==> src/rtl/matmul_acc_top.sv <==
// matmul_acc_top: N x N unsigned matrix-multiply engine with MMIO control
// registers and a row-wide DMA port. Runs OUT = A*B, or OUT += A*B when
// acc_mode is set. One MAC per cycle, then one write-back per output element.
module matmul_acc_top #(
   parameter int MUL_SIZE      = 8,
   parameter int ELEM_WIDTH    = 8,
   parameter int MMIO_WIDTH    = 32,
   parameter int MMIO_ADDRBITS = 32,
   parameter int DMA_WIDTH     = MUL_SIZE * ELEM_WIDTH,
   parameter int DMA_ADDRBITS  = 32
) (
   input  logic                     clk,
   input  logic                     rst,
   input  logic                     mmio_w_req,
   input  logic [MMIO_ADDRBITS-1:0] mmio_w_addr,
   input  logic [MMIO_WIDTH-1:0]    mmio_w_data,
   input  logic                     mmio_r_req,
   input  logic [MMIO_ADDRBITS-1:0] mmio_r_addr,
   output logic [MMIO_WIDTH-1:0]    mmio_r_data,
   input  logic                     dma_w_req,
   input  logic [DMA_ADDRBITS-1:0]  dma_w_addr,
   input  logic [DMA_WIDTH-1:0]     dma_w_data,
   input  logic                     dma_r_req,
   input  logic [DMA_ADDRBITS-1:0]  dma_r_addr,
   output logic [DMA_WIDTH-1:0]     dma_r_data
);

   localparam int IDXW      = (MUL_SIZE > 1) ? $clog2(MUL_SIZE) : 1;
   localparam int ROW_BYTES = DMA_WIDTH / 8;
   localparam int WIN_BYTES = MUL_SIZE * MUL_SIZE * ELEM_WIDTH / 8;

   localparam logic [DMA_ADDRBITS-1:0] OFF_INA = DMA_ADDRBITS'(32'h0004_0000);
   localparam logic [DMA_ADDRBITS-1:0] OFF_INB = DMA_ADDRBITS'(32'h0008_0000);
   localparam logic [DMA_ADDRBITS-1:0] OFF_OUT = DMA_ADDRBITS'(32'h000C_0000);

   localparam logic [MMIO_ADDRBITS-1:0] REG_N     = MMIO_ADDRBITS'(8'h00);
   localparam logic [MMIO_ADDRBITS-1:0] REG_CTRL  = MMIO_ADDRBITS'(8'h08);
   localparam logic [MMIO_ADDRBITS-1:0] REG_OFFA  = MMIO_ADDRBITS'(8'h10);
   localparam logic [MMIO_ADDRBITS-1:0] REG_OFFB  = MMIO_ADDRBITS'(8'h18);
   localparam logic [MMIO_ADDRBITS-1:0] REG_OFFO  = MMIO_ADDRBITS'(8'h20);
   localparam logic [MMIO_ADDRBITS-1:0] REG_COUNT = MMIO_ADDRBITS'(8'h28);

   localparam logic [1:0] ST_IDLE = 2'd0;
   localparam logic [1:0] ST_MAC  = 2'd1;
   localparam logic [1:0] ST_WB   = 2'd2;
   localparam logic [1:0] ST_FIN  = 2'd3;

   localparam logic [IDXW-1:0] LAST_IDX = IDXW'(MUL_SIZE - 1);

   // Row memories, stored element-wise so the engine can address single elements.
   logic [ELEM_WIDTH-1:0] mem_a_r   [0:MUL_SIZE-1][0:MUL_SIZE-1];
   logic [ELEM_WIDTH-1:0] mem_b_r   [0:MUL_SIZE-1][0:MUL_SIZE-1];
   logic [ELEM_WIDTH-1:0] mem_out_r [0:MUL_SIZE-1][0:MUL_SIZE-1];

   logic [1:0]            state_r;
   logic                  running_r;
   logic                  acc_mode_r;
   logic                  done_r;
   logic                  err_r;
   logic [MMIO_WIDTH-1:0] count_r;
   logic [MMIO_WIDTH-1:0] run_cyc_r;
   logic [IDXW-1:0]       i_r;
   logic [IDXW-1:0]       j_r;
   logic [IDXW-1:0]       k_r;
   logic [ELEM_WIDTH-1:0] acc_r;

   logic                    w_hit_a_s, w_hit_b_s, w_hit_o_s, w_hit_any_s;
   logic [DMA_ADDRBITS-1:0] w_off_s, w_rel_s, w_row_full_s;
   logic [IDXW-1:0]         w_row_s;
   logic                    r_hit_o_s;
   logic [DMA_ADDRBITS-1:0] r_rel_s, r_row_full_s;
   logic [IDXW-1:0]         r_row_s;
   logic [DMA_WIDTH-1:0]    out_row_s;
   logic                    dma_wr_ok_s, dma_drop_s;
   logic                    ctrl_wr_s, start_s, abort_s;
   logic                    last_elem_s, fin_s, eng_we_s;
   logic [ELEM_WIDTH-1:0]   prod_s, acc_next_s, wb_val_s;
   logic [MMIO_WIDTH-1:0]   mmio_rd_s;
   logic                    unused_s;

   function automatic logic in_win(input logic [DMA_ADDRBITS-1:0] addr,
                                   input logic [DMA_ADDRBITS-1:0] off);
      return (addr >= off) && (addr < (off + DMA_ADDRBITS'(WIN_BYTES)));
   endfunction

   // DMA write window decode and row index.
   always_comb begin
      w_hit_a_s   = in_win(dma_w_addr, OFF_INA);
      w_hit_b_s   = in_win(dma_w_addr, OFF_INB);
      w_hit_o_s   = in_win(dma_w_addr, OFF_OUT);
      w_hit_any_s = w_hit_a_s | w_hit_b_s | w_hit_o_s;
      if (w_hit_a_s) begin
         w_off_s = OFF_INA;
      end else if (w_hit_b_s) begin
         w_off_s = OFF_INB;
      end else if (w_hit_o_s) begin
         w_off_s = OFF_OUT;
      end else begin
         w_off_s = {DMA_ADDRBITS{1'b0}};
      end
      w_rel_s      = dma_w_addr - w_off_s;
      w_row_full_s = w_rel_s / DMA_ADDRBITS'(ROW_BYTES);
      w_row_s      = w_row_full_s[IDXW-1:0];
      dma_wr_ok_s  = dma_w_req & w_hit_any_s & ~running_r;
      dma_drop_s   = dma_w_req & w_hit_any_s & running_r;
   end

   // DMA read decode: only the OUT window is readable.
   always_comb begin
      r_hit_o_s    = in_win(dma_r_addr, OFF_OUT);
      r_rel_s      = dma_r_addr - OFF_OUT;
      r_row_full_s = r_rel_s / DMA_ADDRBITS'(ROW_BYTES);
      r_row_s      = r_row_full_s[IDXW-1:0];
      out_row_s    = {DMA_WIDTH{1'b0}};
      for (int j = 0; j < MUL_SIZE; j++) begin
         out_row_s[j*ELEM_WIDTH +: ELEM_WIDTH] = mem_out_r[r_row_s][j];
      end
   end

   // Control decode and engine datapath.
   always_comb begin
      ctrl_wr_s   = mmio_w_req & (mmio_w_addr == REG_CTRL);
      start_s     = ctrl_wr_s & mmio_w_data[0] & ~running_r;
      abort_s     = ctrl_wr_s & ~mmio_w_data[0] & running_r;
      last_elem_s = (i_r == LAST_IDX) & (j_r == LAST_IDX);
      fin_s       = (state_r == ST_WB) & last_elem_s & ~abort_s;
      eng_we_s    = (state_r == ST_WB) & ~abort_s;
      prod_s      = mem_a_r[i_r][k_r] * mem_b_r[k_r][j_r];
      acc_next_s  = acc_r + prod_s;
      if (acc_mode_r) begin
         wb_val_s = acc_r + mem_out_r[i_r][j_r];
      end else begin
         wb_val_s = acc_r;
      end
   end

   // MMIO read multiplexer.
   always_comb begin
      case (mmio_r_addr)
         REG_N:     mmio_rd_s = MMIO_WIDTH'(MUL_SIZE);
         REG_CTRL:  mmio_rd_s = MMIO_WIDTH'({err_r, done_r, acc_mode_r, running_r});
         REG_OFFA:  mmio_rd_s = MMIO_WIDTH'(32'h0004_0000);
         REG_OFFB:  mmio_rd_s = MMIO_WIDTH'(32'h0008_0000);
         REG_OFFO:  mmio_rd_s = MMIO_WIDTH'(32'h000C_0000);
         REG_COUNT: mmio_rd_s = count_r;
         default:   mmio_rd_s = {MMIO_WIDTH{1'b0}};
      endcase
   end

   // Memory writes: DMA rows while idle, single OUT elements from the engine.
   always_ff @(posedge clk) begin
      if (dma_wr_ok_s && w_hit_a_s) begin
         for (int j = 0; j < MUL_SIZE; j++) begin
            mem_a_r[w_row_s][j] <= dma_w_data[j*ELEM_WIDTH +: ELEM_WIDTH];
         end
      end
      if (dma_wr_ok_s && w_hit_b_s) begin
         for (int j = 0; j < MUL_SIZE; j++) begin
            mem_b_r[w_row_s][j] <= dma_w_data[j*ELEM_WIDTH +: ELEM_WIDTH];
         end
      end
      if (dma_wr_ok_s && w_hit_o_s) begin
         for (int j = 0; j < MUL_SIZE; j++) begin
            mem_out_r[w_row_s][j] <= dma_w_data[j*ELEM_WIDTH +: ELEM_WIDTH];
         end
      end
      if (eng_we_s) begin
         mem_out_r[i_r][j_r] <= wb_val_s;
      end
   end

   // Control/status registers and the engine state machine.
   always_ff @(posedge clk or posedge rst) begin
      if (rst) begin
         state_r    <= ST_IDLE;
         running_r  <= 1'b0;
         acc_mode_r <= 1'b0;
         done_r     <= 1'b0;
         err_r      <= 1'b0;
         count_r    <= {MMIO_WIDTH{1'b0}};
         run_cyc_r  <= {MMIO_WIDTH{1'b0}};
         i_r        <= {IDXW{1'b0}};
         j_r        <= {IDXW{1'b0}};
         k_r        <= {IDXW{1'b0}};
         acc_r      <= {ELEM_WIDTH{1'b0}};
      end else begin
         if (ctrl_wr_s && !running_r) begin
            acc_mode_r <= mmio_w_data[1];
         end
         // A dropped DMA write outranks a simultaneous clear request.
         if (dma_drop_s) begin
            err_r <= 1'b1;
         end else if (ctrl_wr_s && mmio_w_data[3]) begin
            err_r <= 1'b0;
         end
         if (start_s) begin
            done_r <= 1'b0;
         end else if (fin_s) begin
            done_r <= 1'b1;
         end else if (ctrl_wr_s && mmio_w_data[2]) begin
            done_r <= 1'b0;
         end
         if (fin_s) begin
            count_r <= run_cyc_r + MMIO_WIDTH'(1'b1);
         end
         case (state_r)
            ST_IDLE, ST_FIN: begin
               if (start_s) begin
                  state_r   <= ST_MAC;
                  running_r <= 1'b1;
                  run_cyc_r <= {MMIO_WIDTH{1'b0}};
                  i_r       <= {IDXW{1'b0}};
                  j_r       <= {IDXW{1'b0}};
                  k_r       <= {IDXW{1'b0}};
                  acc_r     <= {ELEM_WIDTH{1'b0}};
               end else begin
                  state_r <= ST_IDLE;
               end
            end
            ST_MAC: begin
               if (abort_s) begin
                  state_r   <= ST_IDLE;
                  running_r <= 1'b0;
               end else begin
                  run_cyc_r <= run_cyc_r + MMIO_WIDTH'(1'b1);
                  acc_r     <= acc_next_s;
                  if (k_r == LAST_IDX) begin
                     k_r     <= {IDXW{1'b0}};
                     state_r <= ST_WB;
                  end else begin
                     k_r <= k_r + IDXW'(1'b1);
                  end
               end
            end
            ST_WB: begin
               if (abort_s) begin
                  state_r   <= ST_IDLE;
                  running_r <= 1'b0;
               end else begin
                  run_cyc_r <= run_cyc_r + MMIO_WIDTH'(1'b1);
                  acc_r     <= {ELEM_WIDTH{1'b0}};
                  if (last_elem_s) begin
                     state_r   <= ST_FIN;
                     running_r <= 1'b0;
                  end else begin
                     state_r <= ST_MAC;
                     if (j_r == LAST_IDX) begin
                        j_r <= {IDXW{1'b0}};
                        i_r <= i_r + IDXW'(1'b1);
                     end else begin
                        j_r <= j_r + IDXW'(1'b1);
                     end
                  end
               end
            end
            default: begin
               state_r   <= ST_IDLE;
               running_r <= 1'b0;
            end
         endcase
      end
   end

   // Registered read ports; data holds until the next request.
   always_ff @(posedge clk or posedge rst) begin
      if (rst) begin
         mmio_r_data <= {MMIO_WIDTH{1'b0}};
         dma_r_data  <= {DMA_WIDTH{1'b0}};
      end else begin
         if (mmio_r_req) begin
            mmio_r_data <= mmio_rd_s;
         end
         if (dma_r_req) begin
            dma_r_data <= r_hit_o_s ? out_row_s : {DMA_WIDTH{1'b0}};
         end
      end
   end

   // Address/data bits that carry no meaning for this block.
   assign unused_s = ^{mmio_w_data[MMIO_WIDTH-1:4],
                       w_row_full_s[DMA_ADDRBITS-1:IDXW],
                       r_row_full_s[DMA_ADDRBITS-1:IDXW]};

endmodule

==> config.mk <==
export PLATFORM = sky130hd
export DESIGN_NAME = matmul_acc_top
export DESIGN_NICKNAME = d
export VERILOG_FILES = /design/src/rtl/matmul_acc_top.sv
export SDC_FILE = /design/constraint.sdc
export NUM_CORES = 2
export LEC_CHECK = 0
export BUFFER_PORTS_ARGS = -buffer_cell sky130_fd_sc_hd__buf_2
export CAP_MARGIN = 20
export CORE_MARGIN = 1
export CORE_UTILIZATION = 40
export CTS_BUF_LIST = sky130_fd_sc_hd__clkbuf_4
export CTS_CLUSTER_SIZE = 12
export DETAILED_ROUTE_END_ITERATION = 16
export PLACE_DENSITY = 0.66
export SLEW_MARGIN = 10
export SYNTH_ARGS = -nofsm -noshare
export SYNTH_HDL_FRONTEND = slang
export SYNTH_SLANG_ARGS = --single-unit
==> constraint.sdc <==
create_clock -name clk -period 7.6 [get_ports clk]
set_input_delay 0.76 -clock clk [delete_from_list [all_inputs] [get_ports clk]]
set_output_delay 0.76 -clock clk [all_outputs]
set_load 0.01 [all_outputs]
# Word-level counts from Yosys, hierarchy flattened
# Memories as Yosys holds them, arrays and structs flattened.
# Cells that the tools add are included.
[word_totals]
ff_bits = 183
ramBits = 1536
input_bits = 230
output_inout_bits = 96
wordCells = 161
n_memories = 3
[op_classes]
add_sub_neg = 8
multipliers = 1
magnitude_cmp = 11
n_eq_ne = 21
mux = 59
bitwise_logic = 19
n_reduce_logical = 26
[memory_table]
columns = ["memory", "depth", "width", "read_ports", "rd_clocked_by_memory_dff", "wr", "line_no", "source"]
rows = [
  ["mem_a_r", 8, 64, 1, 0, 1, "51", "logic [ELEM_WIDTH-1:0] mem_a_r [0:MUL_SIZE-1][0:MUL_SIZE-1];"],
  ["mem_b_r", 8, 64, 1, 0, 1, "52", "logic [ELEM_WIDTH-1:0] mem_b_r [0:MUL_SIZE-1][0:MUL_SIZE-1];"],
  ["mem_out_r", 8, 64, 2, 0, 2, "53", "logic [ELEM_WIDTH-1:0] mem_out_r [0:MUL_SIZE-1][0:MUL_SIZE-1];"],
]
[ops]
columns = ["op", "count"]
rows = [
  ["$pmux W32 S6", 1],
  ["$mux W64", 2],
  ["$ge A32 B20 Y1 const B", 3],
  ["$lt A32 B20 Y1 const B", 3],
  ["$mux W8", 11],
  ["$bmux W8 S3", 3],
  ["$eq A32 B4 Y1 const B", 2],
  ["$eq A32 B5 Y1 const B", 2],
  ["$eq A32 B6 Y1 const B", 2],
  ["$mux W32", 2],
  ["$pmux W32 S2", 1],
  ["$add A32 B1 Y32 const B", 1],
  ["$ge A32 B19 Y1 const B", 1],
  ["$logic_not A32 Y1", 1],
  ["$lt A32 B19 Y1 const B", 1],
  ["$mux W3", 9],
  ["$demux W8 S3", 1],
  ["$pmux W8 S3", 1],
  ["$pmux W3 S2", 3],
  ["$mux W1", 17],
  ["$add A8 B8 Y8", 2],
  ["$and A1 B1 Y1", 12],
  ["$mux W6", 2],
  ["$ne A2 B2 Y1 const B", 6],
  ["27 further kinds", 56],
]

# Depth between registers and ports, before layout
[logic_depth]
ltp_word = 9
ltp_mapped = 30
mapped_depth_nobuf = 25

# Least setup slack after synthesis
# No wires, ideal clock.
[synth_path]
path_type = "input -> register"
from = "in dma_w_addr[17]"
to = "mem mem_a_r[0][0] in the netlist's numbering (enable)"
setup_ns = 0.645
arrival_time_ns = 8.250
required_ns = 6.955
path_slack_ns = -1.295
stages = 6
n_path_buf = 0
cell_sequence = "or4_1 > nor4_1 > nand4_1 > nor4_1 > nand3_1 > nor4_1"
[synth_between]
elab_chain_cells = 9
word_cells_on_any_way = 18
cone_classes = "add/sub: 1; order compare: 6; mux: 3; bitwise: 4; reduce/logical: 4"
[synth_lines]
columns = ["element", "line_no", "source"]
rows = [
  ["start, declared", "21", "input logic [DMA_ADDRBITS-1:0] dma_w_addr,"],
  ["$ge A32 B19 Y1, or another cell as far along", "83", "return (addr >= off) && (addr < (off + DMA_ADDRBITS'(WIN_BYTES)));"],
  ["$logic_and A1 B1 Y1", "83", ""],
  ["$or A1 B1 Y1 (2 in series)", "91", "w_hit_any_s = w_hit_a_s | w_hit_b_s | w_hit_o_s;"],
  ["$and A1 B1 Y1 (2 in series)", "104", "dma_wr_ok_s = dma_w_req & w_hit_any_s & ~running_r;"],
  ["$logic_and A1 B1 Y1", "152", "if (dma_wr_ok_s && w_hit_a_s) begin"],
  ["$mux W1", "152", ""],
  ["$mux W1 (implied by the code)", "154", "mem_a_r[w_row_s][j] <= dma_w_data[j*ELEM_WIDTH +: ELEM_WIDTH];"],
  ["end, declared", "51", ""],
]
# Parallel ways exist; a longest one is shown, timed or not.

# Worst setup path in the final report
[layout_path]
from = "reg i_r[2]"
to = "reg acc_r[7]"
[layout_between]
elab_chain_cells = 8
[layout_lines]
columns = ["element", "line_no", "source"]
rows = [
  ["start, declared", "62", "logic [IDXW-1:0] i_r;"],
  ["start signal, assigned", "182", "i_r <= {IDXW{1'b0}};"],
  ["start signal, assigned", "212", "i_r <= {IDXW{1'b0}};"],
  ["start signal, assigned", "249", "i_r <= i_r + IDXW'(1'b1);"],
  ["$mem_v2 Z8 W64", "n/a", ""],
  ["$bmux W8 S3", "128", "prod_s = mem_a_r[i_r][k_r] * mem_b_r[k_r][j_r];"],
  ["$mux W8 (implied by the code) (2 in series)", "128", ""],
  ["$mul A8 B8 Y8", "128", ""],
  ["$add A8 B8 Y8", "129", "acc_next_s = acc_r + prod_s;"],
  ["$mux W8", "221", "if (abort_s) begin"],
  ["$pmux W8 S3", "206", "case (state_r)"],
  ["end signal, assigned", "215", "acc_r <= {ELEM_WIDTH{1'b0}};"],
  ["end signal, assigned", "226", "acc_r <= acc_next_s;"],
  ["end signal, assigned", "241", "acc_r <= {ELEM_WIDTH{1'b0}};"],
  ["end, declared", "65", "logic [ELEM_WIDTH-1:0] acc_r;"],
]
# Every way passes these cells. The select of a mux whose other input is x is not followed.
# A chain may end at the register's enable or synchronous reset.

==> flow_summary.json <==
{
  "status": "finished clean",
  "placed_area_sq_mm": 0.08182,
  "grtUsageTotal_pct": 25.43,
  "worst_slew_pin_slew_ns": 1.268,
  "synthDistinctLibCells": 90,
  "cts_max_level": 5,
  "portBuffers": 291,
  "wl_microns": 252700,
  "ys_top_cells_by_area": "edfxtp_1 (60%), mux4_2 (7.8%), dfrtp_1 (5.9%)",
  "netlist_instances": 5532,
  "ctsResizeCount": 0,
  "crit_path_max_incr_delay_ns": 1.03,
  "cp_max_fo": 29,
  "powerDensity_mw_per_mm2": 214.0,
  "critPathRequiredTime_ns": 8.96,
  "hold_violations": 0,
  "fin_skew_ns": 0.1391,
  "cts-root-buf": "clkbuf_4",
  "cap_violations": 0,
  "crit_chain": "buf_4 > nor3b_4 > a21oi_1 > o221ai_1 > o21ai_0 > a32o_1 > or2_2 > fa_1 > fa_1 > inv_1 > fa_1 > inv_1 > fa_1 > inv_1 > ha_1 > a21oi_1 > xnor2_1 > xnor2_2 > xnor3_1 > o21ai_1",
  "async_reset_ff_share_pct": 10.65,
  "crit_path_start_kind": "flip-flop",
  "synth_area_leader_cell": "edfxtp_1",
  "hpwl_microns": 162000,
  "drcViolationCount": 0,
  "syn_avg_cell_area_sq_um": 14.01,
  "dieArea_sq_mm": 0.1955,
  "min_period_over_period_pct": 91.58,
  "ys_warn_count": 0,
  "grt_max_degree": 112,
  "dr.pass1.iters": 9,
  "die_w_microns": 442.1,
  "drt_iter0_markers": 7401,
  "leakage_nw": 32.23,
  "synth-edff-count": 1536,
  "n_fill_cell": 16808,
  "cts.clk_slew.worst_paths_ns": 0.06,
  "path_delay_family": "adder cells",
  "synth-seq-cells": 1719,
  "critPathSlowestCell": "nor3b_4",
  "layout-drive-gt1-share_pct": 24.35,
  "rows": 161,
  "cts.sinks": 1719,
  "grt-ovfl-total": 0,
  "die_y_microns": 442.1,
  "via_per_inst": 6.010,
  "fin_area_sq_mm": 0.08846,
  "core_sq_mm": 0.1924,
  "ys_seq_area_share_pct": 65.44,
  "fmax_mhz": 143.7,
  "postRouteAntennaNets": 0,
  "io_pins": 326,
  "critPathKind": "flip-flop to flip-flop",
  "grt_pass1_vias": 52807,
  "crit_buf_inv": 4,
  "vias": 53853,
  "cpMostUsedCell": "fa_1",
  "regArea_sq_mm": 0.05072,
  "antenna_found_initial": 26,
  "multi_input_area_sq_mm": 0.02424,
  "cts_tree": "done",
  "cts_buffer_depth": 4,
  "peakVddDrop_uv": 108.5,
  "fin_crit_ns": 6.960,
  "area_delta_synth_final_pct": 14.17,
  "rsz0062_at_grt": "no",
  "yosysTopAreaCellShare_pct": 59.53,
  "gp_congestion": 0.9370,
  "clkLatencyLatePin_ns": 1.43,
  "synth_nets": 5814,
  "report.final.slew_viol_count": 0,
  "grt_pass1_wl_microns": 362100,
  "slew_headroom_pct": 15.10,
  "end_kind": "flip-flop",
  "wl_per_cell_microns": 28.20,
  "fin_nets": 6378,
  "setup_viol": 0,
  "syn_area_sq_mm": 0.07748,
  "hold_class": "input port to async pin",
  "cp.arrival_ns": 8.32,
  "cts_made_buffers": 454,
  "tns_ns": 0,
  "start_util_pct": 40.28,
  "synth_ff_type": "edfxtp_1"
}
[per-layer routing]
layer	routed length [microns]	global-route usage [%]	vias up
met5	165	0	-
met4	12860	12.68	20
met3	31560	6.949	718
met2	115500	39.40	3676
met1	92610	32.91	26620
li1	-	-	22819
[flip-flops by register name, indices dropped and copies added, names as in the netlist, 2 cells and up]
signal	cells
state_r	2
mmio_r_data	32
mem_a_r	512
k_r	3
mem_out_r	512
run_cyc_r	32
mem_b_r	512
count_r	32
i_r	3
dma_r_data	64
acc_r	8
j_r	3
[where the power goes]
part           leakage, nW  internal [mW]  switching [mW]  total (mW)
combinational         12.6          0.195           0.398       0.593
clock                 3.36           4.19            3.87        8.05
sequential            16.2           10.3     0.000000125        10.3
[tightest hold or removal path: cells and delay by family]
family	cells	cell delay [ns]
buf+inv	3	1.17
[Yosys cell counts (all sizes together), types with 61 or more instances]
cell    count
o22ai      81
nand2     816
inv       153
buf       224
a22o       61
a221oi    114
mux2i     180
mux4      278
a22oi     167
clkbuf    228
mux2       69
dfrtp     183
edfxtp   1536
o21ai     665
a21oi     116
nor2      164
[cells by family after synthesis]
group,count (synthesis),synth area share (%)
buf+inv,606,3.667
fa+ha+maj,52,1.024
flops,1719,65.44
simple gates,1188,6.487
mux,527,11.46
compound gates,1387,11.27
xor+xnor,53,0.6540
[per-stage QoR]
stage / setup slack [ns] / cells / total power [mW] / hold WS, ns / utilization [%]
floorplan: 1.393 / 5532 / 10.77 / 0.4477 / -
global placement: 0.6873 / 8065 / 11.01 / 0.4640 / 42.50
detailed placement: 0.7032 / 8068 / 11.03 / 0.4668 / 42.53
CTS: 0.7504 / 8946 / 19.02 / 0.02147 / 45.96
global route: 0.4342 / 8955 / 19.55 / 0.1075 / 45.98
finish: 0.6396 / 8960 / 18.93 / 0.1211 / 45.98
[placed cells by master (no fill, tap or decap), types with 12 or more instances in the layout]
master / count
nor4_1: 26
nor2_4: 16
nand3_1: 39
a211oi_1: 20
mux2i_1: 174
fa_1: 19
xor2_1: 20
o211ai_1: 13
edfxtp_1: 1536
a22oi_1: 167
a31oi_1: 36
clkinv_2: 21
a22o_1: 61
mux4_2: 269
a221oi_1: 109
o31ai_1: 16
o21ai_0: 655
and2_1: 14
inv_1: 150
nand4_1: 24
buf_4: 146
dlygate4sd3_1: 95
nand3b_1: 12
nor2_1: 147
ha_1: 33
buf_2: 288
dfrtp_1: 176
nand2_1: 816
and3_1: 16
a221o_1: 21
mux2_2: 66
buf_12: 25
clkinv_1: 98
a21oi_1: 116
clkbuf_4: 652
o22ai_1: 81
xnor2_1: 29
[repair_timing]
item / in CTS / in global routing
hold endpoints to repair: 1651 / 0
hold buffers: 95 / 0
buffers inserted: 0 / 0
[cell type report]
class / instances / area share (%)
antenna: 11 / 0.03112
clock buffer: 652 / 5.533
clock inverter: 131 / 0.8430
inverter: 154 / 0.6620
multi-input combinational: 3207 / 27.40
sequential: 1719 / 57.34
tap: 2526 / 3.573
timing repair buffer: 560 / 4.615
[final timing paths]
path                       cells after the start              end           start  slack (ns)
setup reg to reg                              20         acc_r[7]          i_r[2]        0.64
min in group clk                               3       acc_mode_r  mmio_w_data[1]        0.18
max in group asynchronous                      4           i_r[1]             rst        5.79
hold reg to reg                                2  mmio_r_data[26]     count_r[26]        0.45
hold / removal                                 3   dma_r_data[11]             rst        0.12
setup / recovery                              20         acc_r[7]          i_r[2]        0.64
(Power assumes the default switching activity.)
